===== src/rtl/stage_f_queue_if.sv =====
// rtl/stage_f_queue_if.sv - F-bus, redirect and decode handshake bundle for the prefetch queue.
interface stage_f_queue_if #(
  parameter int ADR_WIDTH = 64
);
  logic                 f_cyc_o;
  logic                 f_ack_i;
  logic [ADR_WIDTH-3:0] f_adr_o;
  logic [31:0]          f_dat_i;
  logic                 redir_i;
  logic [ADR_WIDTH-3:0] redir_adr_i;
  logic                 d_valid_o;
  logic                 d_ready_i;
  logic [31:0]          d_inst_o;
  logic [ADR_WIDTH-3:0] d_pc_o;

  // master is the fetch stage itself; slave is the bus/decode environment.
  modport master (
    output f_cyc_o, f_adr_o, d_valid_o, d_inst_o, d_pc_o,
    input  f_ack_i, f_dat_i, redir_i, redir_adr_i, d_ready_i
  );

  modport slave (
    input  f_cyc_o, f_adr_o, d_valid_o, d_inst_o, d_pc_o,
    output f_ack_i, f_dat_i, redir_i, redir_adr_i, d_ready_i
  );
endinterface


===== src/rtl/stage_f_queue.sv =====
// rtl/stage_f_queue.sv - sequential instruction fetch into a DEPTH-entry {inst, pc} prefetch queue.
// Optional same-cycle ack-to-decode bypass when the queue is empty: STAGE_F_BYPASS_EN.
module stage_f_queue #(
  parameter int          ADR_WIDTH    = 64,
  parameter logic [63:0] RESET_VECTOR = 64'hFFFF_FFFF_FFFF_FF00,
  parameter int          DEPTH        = 4,
  parameter int          DEPTH_LOG2   = 2
) (
  input logic            clk_i,
  input logic            reset_i,
  stage_f_queue_if.master bus
);
  localparam int AW = ADR_WIDTH - 2;
  localparam logic [DEPTH_LOG2:0] FULL = (DEPTH_LOG2 + 1)'(DEPTH);
  localparam logic [AW-1:0] RESET_PC = RESET_VECTOR[ADR_WIDTH-1:2];

  logic [AW-1:0]         pc;
  logic                  run;
  logic [31:0]           inst_mem [DEPTH];
  logic [AW-1:0]         pc_mem   [DEPTH];
  logic [DEPTH_LOG2-1:0] rd_ptr;
  logic [DEPTH_LOG2-1:0] wr_ptr;
  logic [DEPTH_LOG2:0]   count;

  logic f_cyc;
  logic queued;
  logic push;
  logic pop;
  logic wr_en;

  assign f_cyc  = run && (count != FULL);
  assign queued = (count != '0);
  assign push   = f_cyc && bus.f_ack_i && !bus.redir_i;
  assign pop    = queued && bus.d_ready_i && !bus.redir_i;

  assign bus.f_cyc_o = f_cyc;
  assign bus.f_adr_o = pc;

`ifdef STAGE_F_BYPASS_EN
  logic bypass;

  // An empty queue hands the acked word straight to decode; it is stored only if decode stalls.
  assign bypass        = push && !queued;
  assign wr_en         = push && !(bypass && bus.d_ready_i);
  assign bus.d_valid_o = queued || bypass;
  assign bus.d_inst_o  = bypass ? bus.f_dat_i : inst_mem[rd_ptr];
  assign bus.d_pc_o    = bypass ? pc : pc_mem[rd_ptr];
`else
  assign wr_en         = push;
  assign bus.d_valid_o = queued;
  assign bus.d_inst_o  = inst_mem[rd_ptr];
  assign bus.d_pc_o    = pc_mem[rd_ptr];
`endif

  always_ff @(posedge clk_i) begin
    if (reset_i) begin
      pc     <= RESET_PC;
      run    <= 1'b0;
      rd_ptr <= '0;
      wr_ptr <= '0;
      count  <= '0;
      for (int i = 0; i < DEPTH; i++) begin
        inst_mem[i] <= '0;
        pc_mem[i]   <= '0;
      end
    end else begin
      run <= 1'b1;
      if (bus.redir_i) begin
        // Redirect drops everything in flight, including a coincident ack or pop.
        pc     <= bus.redir_adr_i;
        rd_ptr <= '0;
        wr_ptr <= '0;
        count  <= '0;
      end else begin
        if (push) begin
          pc <= pc + 1'b1;
        end
        if (wr_en) begin
          inst_mem[wr_ptr] <= bus.f_dat_i;
          pc_mem[wr_ptr]   <= pc;
          wr_ptr           <= wr_ptr + 1'b1;
        end
        if (pop) begin
          rd_ptr <= rd_ptr + 1'b1;
        end
        case ({wr_en, pop})
          2'b10:   count <= count + 1'b1;
          2'b01:   count <= count - 1'b1;
          default: count <= count;
        endcase
      end
    end
  end
endmodule


===== src/flat_wrapper.sv =====
// flat-port wrapper written by rule: the top's interface ports become plain ports
module stage_f_queue_flat 
#(
  parameter int          ADR_WIDTH    = 64,
  parameter logic [63:0] RESET_VECTOR = 64'hFFFF_FFFF_FFFF_FF00,
  parameter int          DEPTH        = 4,
  parameter int          DEPTH_LOG2   = 2
)
  (clk_i, reset_i, bus_f_cyc_o, bus_f_adr_o, bus_d_valid_o, bus_d_inst_o, bus_d_pc_o, bus_f_ack_i, bus_f_dat_i, bus_redir_i, bus_redir_adr_i, bus_d_ready_i);
  stage_f_queue_if #(.ADR_WIDTH(ADR_WIDTH)) bus_i ();
  input logic clk_i;
  input logic reset_i;
  output wire logic [$bits(bus_i.f_cyc_o)-1:0] bus_f_cyc_o;
  output wire logic [$bits(bus_i.f_adr_o)-1:0] bus_f_adr_o;
  output wire logic [$bits(bus_i.d_valid_o)-1:0] bus_d_valid_o;
  output wire logic [$bits(bus_i.d_inst_o)-1:0] bus_d_inst_o;
  output wire logic [$bits(bus_i.d_pc_o)-1:0] bus_d_pc_o;
  input wire logic [$bits(bus_i.f_ack_i)-1:0] bus_f_ack_i;
  input wire logic [$bits(bus_i.f_dat_i)-1:0] bus_f_dat_i;
  input wire logic [$bits(bus_i.redir_i)-1:0] bus_redir_i;
  input wire logic [$bits(bus_i.redir_adr_i)-1:0] bus_redir_adr_i;
  input wire logic [$bits(bus_i.d_ready_i)-1:0] bus_d_ready_i;
  assign bus_f_cyc_o = bus_i.f_cyc_o;
  assign bus_f_adr_o = bus_i.f_adr_o;
  assign bus_d_valid_o = bus_i.d_valid_o;
  assign bus_d_inst_o = bus_i.d_inst_o;
  assign bus_d_pc_o = bus_i.d_pc_o;
  assign bus_i.f_ack_i = bus_f_ack_i;
  assign bus_i.f_dat_i = bus_f_dat_i;
  assign bus_i.redir_i = bus_redir_i;
  assign bus_i.redir_adr_i = bus_redir_adr_i;
  assign bus_i.d_ready_i = bus_d_ready_i;
  stage_f_queue #(.ADR_WIDTH(ADR_WIDTH), .RESET_VECTOR(RESET_VECTOR), .DEPTH(DEPTH), .DEPTH_LOG2(DEPTH_LOG2)) u_core (.clk_i(clk_i), .reset_i(reset_i), .bus(bus_i));
endmodule

===== config.mk =====
export PLATFORM = sky130hd
export DESIGN_NAME = stage_f_queue_flat
export DESIGN_NICKNAME = d
export VERILOG_FILES = /design/src/rtl/stage_f_queue_if.sv /design/src/rtl/stage_f_queue.sv /design/src/flat_wrapper.sv
export SDC_FILE = /design/constraint.sdc
export NUM_CORES = 1
export LEC_CHECK = 0
export BUFFER_PORTS_ARGS = -buffer_cell sky130_fd_sc_hd__buf_2
export CAP_MARGIN = 10
export CORE_MARGIN = 1.5
export CORE_UTILIZATION = 55
export DETAILED_ROUTE_END_ITERATION = 10
export PLACE_DENSITY = 0.76
export SLEW_MARGIN = 20
export SYNTH_ARGS = -nofsm -noshare
export SYNTH_HDL_FRONTEND = slang
export SYNTH_SLANG_ARGS = --single-unit

===== constraint.sdc =====
create_clock -name clk_i -period 26.4 [get_ports clk_i]
set_input_delay 3.96 -clock clk_i [delete_from_list [all_inputs] [get_ports clk_i]]
set_output_delay 3.96 -clock clk_i [all_outputs]
set_load 0.1 [all_outputs]

# ---- Yosys cells after proc, flatten, opt, wreduce, memory -nomap -nowiden
# Memories as Yosys holds them, arrays and structs flattened. A register that Yosys moved wholly into a read port is not among the register bits.
# Cells that the tools add are included.
dict set report classes {
  reduce_logical 12
  addsub 5
  mux 20
  n_eq_ne 3
}
# op n
set ops {}
lappend ops {{2-to-1 mux 62 bit} 3}
lappend ops {{adder 62 x 1 -> 62 bit (second input constant)} 1}
lappend ops {{OR reduction 62 bit} 1}
lappend ops {{2-to-1 mux 32 bit} 1}
lappend ops {{OR reduction 32 bit} 1}
lappend ops {{2-to-1 mux 2 bit} 6}
lappend ops {{2-to-1 mux 1 bit} 9}
lappend ops {{one-hot mux 3 bit (2 select lines)} 1}
lappend ops {{logical AND 1 bit} 5}
lappend ops {{adder 2 x 1 -> 2 bit (second input constant)} 2}
lappend ops {{nonzero test 2 bit} 2}
lappend ops {{adder 3 x 1 -> 3 bit (second input constant)} 1}
lappend ops {{!= test 3 bit (second input constant)} 1}
lappend ops {{nonzero test 3 bit} 1}
lappend ops {{subtractor 3 x 1 -> 3 bit (second input constant)} 1}
lappend ops {{equality test 2 x 1 -> 1 bit (second input constant)} 1}
lappend ops {{equality test 2 bit (second input constant)} 1}
lappend ops {{OR reduction 2 bit} 1}
lappend ops {{zero test 1 bit} 1}
dict set report totals {
  out_inout_bits 158
  wordCells 47
  n_memories 2
  in_bits 99
  regBits 70
  ramBits 376
}
# memory depth width rd rd_ports_with_merged_regs write_ports line
set memory_table {}
lappend memory_table {u_core.pc_mem 4 62 1 1 4 stage_f_queue.sv:20} ;# logic [AW-1:0] pc_mem [DEPTH];
lappend memory_table {u_core.inst_mem 4 32 1 1 4 stage_f_queue.sv:19} ;# logic [31:0] inst_mem [DEPTH];

# ---- Logic depth before layout (Yosys ltp)
dict set report logic_depth {
  ltp_word 10
  depth_mapped 10
}

# ---- Worst setup path after synthesis
# OpenSTA, ideal clock, no wires.
dict set report synth_path {
  path_kind {input to register}
  startpoint {input bus_redir_i}
  endpoint {memory u_core.inst_mem[3][0] (enable)}
  t_required_ns 25.724
  t_arrival_ns 11.254
  cell_stages 5
  setup_slack_ns 14.470
  setup_ns 0.676
  path_cell_list {clkbuf_1 -> clkbuf_1 -> nor3_1 -> nand2_1 -> o21ai_0}
}
# element line
set synth_rtl {}
lappend synth_rtl {{start: declaration} flat_wrapper.sv:20} ;# input wire logic [$bits(bus_i.redir_i)-1:0] bus_redir_i;
lappend synth_rtl {{end: declaration} stage_f_queue.sv:19}

==> metrics.md <==
| Metric | Value |
|---|---|
| Status | finished, final reports clean |
| Count of cell types in the netlist | 64 |
| Area delta synth->final | 15.4% |
| Worst-Margin Slew | 1080 ps |
| Min-delay worst type | flip-flop to flip-flop |
| CP required | ~22000 ps |
| Clk Latency, worst-skew pair | approximately 550 ps |
| Total negative slack | 0 ps |
| Die Ht | ~190 um |
| Sequential cell area | roughly 13000 um^2 |
| GR Overflow Total | 0 |
| Root Buffer | clkbuf_16 |
| Routed wire length | 51000 um |
| Cts hold-fix bufs | 0 |
| Core footprint | 35600 um^2 |
| Final period util | a little over a quarter |
| Avg WL per Cell | around 23 um |
| Pwr dens | 70.9 nW/um^2 |
| Worst reg2reg path depth | 6 |
| Vias | 13700 |
| Post-synth top flop | edfxtp_1 |
| Hold Crit Depth | 2 |
| Switching share of power | 27.8% |
| Crit path depth | 3 |
| CP arrival | between 3000 and 4000 ps |
| Fill cell count | approximately 2700 |
| Worst slew margin | between 20% and 30% |
| Commonest non-fill, non-tap cell in the layout | edfxtp_1 |
| Violation count after the first detailed-route iteration | 1265 |
| Critical path's slowest cell | buf_4 |
| CTS tree | done |
| Area of the multi-input gates | 6340 um^2 |
| Clock Power Share | 36.9% |
| Cell family with most CP delay | buffers and inverters |
| Post-DP HPWL | 31200 um |
| Maximum number of pins on one net before global-route repair | a little under 90 |
| Fmax | 143 MHz |
| Async set or reset register ratio after synthesis | 0% |
| Post-synth EDFFs | 376 |
| I/O pin cnt | 257 |
| Worst vdd rail ir drop | just under 0.00005 V |
| Initial Util | 55.9% |
| Clock buffer depth | 3 |
| GP Congestion | around 0.85 |
| TritonCTS Sinks | 448 |
| Tmin final | 7010 ps |
| Share of cells above drive strength 1 | 26.6% |
| Static Leak | slightly above 9 nW |
| Net switching power | 453 uW |
| Routed vias/inst | 6.06 |
| Clock transition at path regs | roughly 60 ps |
| Final Hold Fails | 0 |
| Post-CTS setup buffer count | 0 |
| Post-Syn Area | 19900 um^2 |
| Flop pwr share | 50.2% |
| Tot GR Track Use | approximately 28% |
| H-tree depth | 2 |
| Seq/Total Area, Yosys | approximately 64% |
| # resized after CTS | 0 |
| # DRC | 0 |
| Startpoint types | flip-flop |
| Commonest cells after routing, fill and taps aside | 376 x edfxtp_1, 315 x nor2_1, 256 x buf_2 |
| CP peak stage delay | 820 ps |
| Layout net count | 1857 |
| Internal power | 1.17 mW |
| IO Port Bufs | 256 |
| Seq cells post-synth | 448 |
| Unrepaired setup endpoints after global routing | false |
| Critical path class | flip-flop to output port |
| FP Rows | 69 |
| Finish-stage setup viols | 0 |
| Comb power frac | 13.0% |
| Full die area | 37300 um^2 |
| Vias in the first global route | 13400 |
| Post-layout util | between 60% and 70% |
| Critical Path, Cell by Cell | buf_4 -> mux4_2 -> buf_2 |
| CP endpoint kind | output port |
| CP max FO | between 40 and 50 |
| Drt first pass iters | 5 |
| Syn nets | 1639 |
| Inserted Clock Buffers | 45 |
| Synth warn | 0 |
| CP bufs+invs | 2 |
| Fin. max-slew vios | 0 |
| Die X | a little under 200 um |
| Antenna violations before repair | 1 |
| Syn Inst Count | around 1500 |
| Max-Cap Viols | 0 |
| Layout Skew | 18.3 ps |
| Post-detailed-route count of antenna-violating nets | 0 |
| Post-Syn Area per Cell | approximately 13 um^2 |
| First-pass GRT wire length | 77100 um |
==> Yosys cell counts (all sizes together) (3+ instances only) <==
cell type	instances	area share (%)
or4	4	0.17
o211a	3	0.15
nand2	130	2.5
o211ai	5	0.19
a21oi	17	0.43
dfxtp	72	7.3
a2111oi	21	1.0
nand3	23	0.58
edfxtp	376	57
nor2	315	5.9
and3	42	1.3
nor4	10	0.53
mux2i	4	0.20
mux4	94	11
and2	8	0.26
clkbuf	90	1.8
nand4	21	0.69
inv	105	2.0
xnor2	14	0.62
nor3	57	1.5
buf	19	0.65
and4	15	0.67
or3	9	0.28
a211oi	11	0.62
nor4b	3	0.13
xor2	13	0.57
o31a	3	0.13
o32ai	3	0.13
a311oi	18	1.0
o21ai	10	0.25
==> worst paths after layout <==
path / start / to / slack, ps
worst min register to register: u_core.count[2]$_SDFFE_PP0P_ / u_core.count[2]$_SDFFE_PP0P_ / 530
worst min-delay path: u_core.count[2]$_SDFFE_PP0P_ / u_core.count[2]$_SDFFE_PP0P_ / 530
worst max register to register: u_core.bus.f_adr_o[1]$_SDFFE_PP0P_ / u_core.bus.f_adr_o[48]$_SDFFE_PP1P_ / 23290
worst max-delay path: flip-flop / bus_d_pc_o[60] / 19390
==> per-layer routing <==
| layer | up-vias | routed length (um) | GRT usage, % |
|---|---|---|---|
| li1 | 6060 | - | - |
| met1 | 6738 | 19700 | 38.0 |
| met2 | 746 | 24500 | 44.5 |
| met3 | 112 | 5060 | 4.85 |
| met4 | 0 | 1750 | 10.1 |
| met5 | - | 0 | 0 |
==> tightest hold or removal path, delay by kind of cell (launching register included) <==
kind               cells  cell delay, ps
DFF                    1             340
AOI/OAI and AO/OA      2             140
==> area by class of cell <==
type,count,area share [%]
Sequential cell,448,55.6
Multi-Input combinational cell,875,27.6
Timing Repair Buffer,280,6.55
Clock buffer,58,5.31
Tap cell,461,2.52
Inverter,105,1.72
Clock inverter,24,0.677
Antenna cell,1,0.0109
==> power by group through the flow <==
stage / logic [mW] / registers, mW / clock network [mW]
2_1_floorplan: 0.123 / 0.872 / 0
5_1_grt: 0.220 / 0.819 / 0.633
4_1_cts: 0.210 / 0.816 / 0.605
6_report: 0.211 / 0.816 / 0.599
3_5_place_dp: 0.209 / 0.831 / 0
3_3_place_gp: 0.208 / 0.829 / 0
==> kinds of logic after synthesis <==
kind of cell	count (synthesis)	synth area share (%)
compound gates	105	4.52
xor+xnor	27	1.19
fa+ha+maj	3	0.227
buf+inv	214	4.39
flops	448	64.1
mux	98	10.9
simple gates	642	14.8
==> per-stage QoR <==
stage	setup WS (ps)	total power, mW	area [um^2]	cells	hold WS (ps)
after floorplan	14470	0.995	19900	1537	470
after global placement	19120	1.04	21500	2166	493
after detailed placement	19050	1.04	21500	2166	513
after CTS	18820	1.63	22900	2248	522
after global routing	19160	1.67	22900	2252	543
final	19390	1.63	22900	2252	527
==> registers in the layout, indices dropped and copies added, names as in the netlist, named ones only <==
| register | cells |
|---|---|
| u_core.pc_mem | 248 |
| u_core.inst_mem | 128 |
| u_core.bus.f_adr_o | 62 |
| u_core.count | 3 |
| u_core.rd_ptr | 2 |
| u_core.wr_ptr | 2 |
| u_core.run | 1 |
No activity file was read; power rests on OpenSTA's default activity.
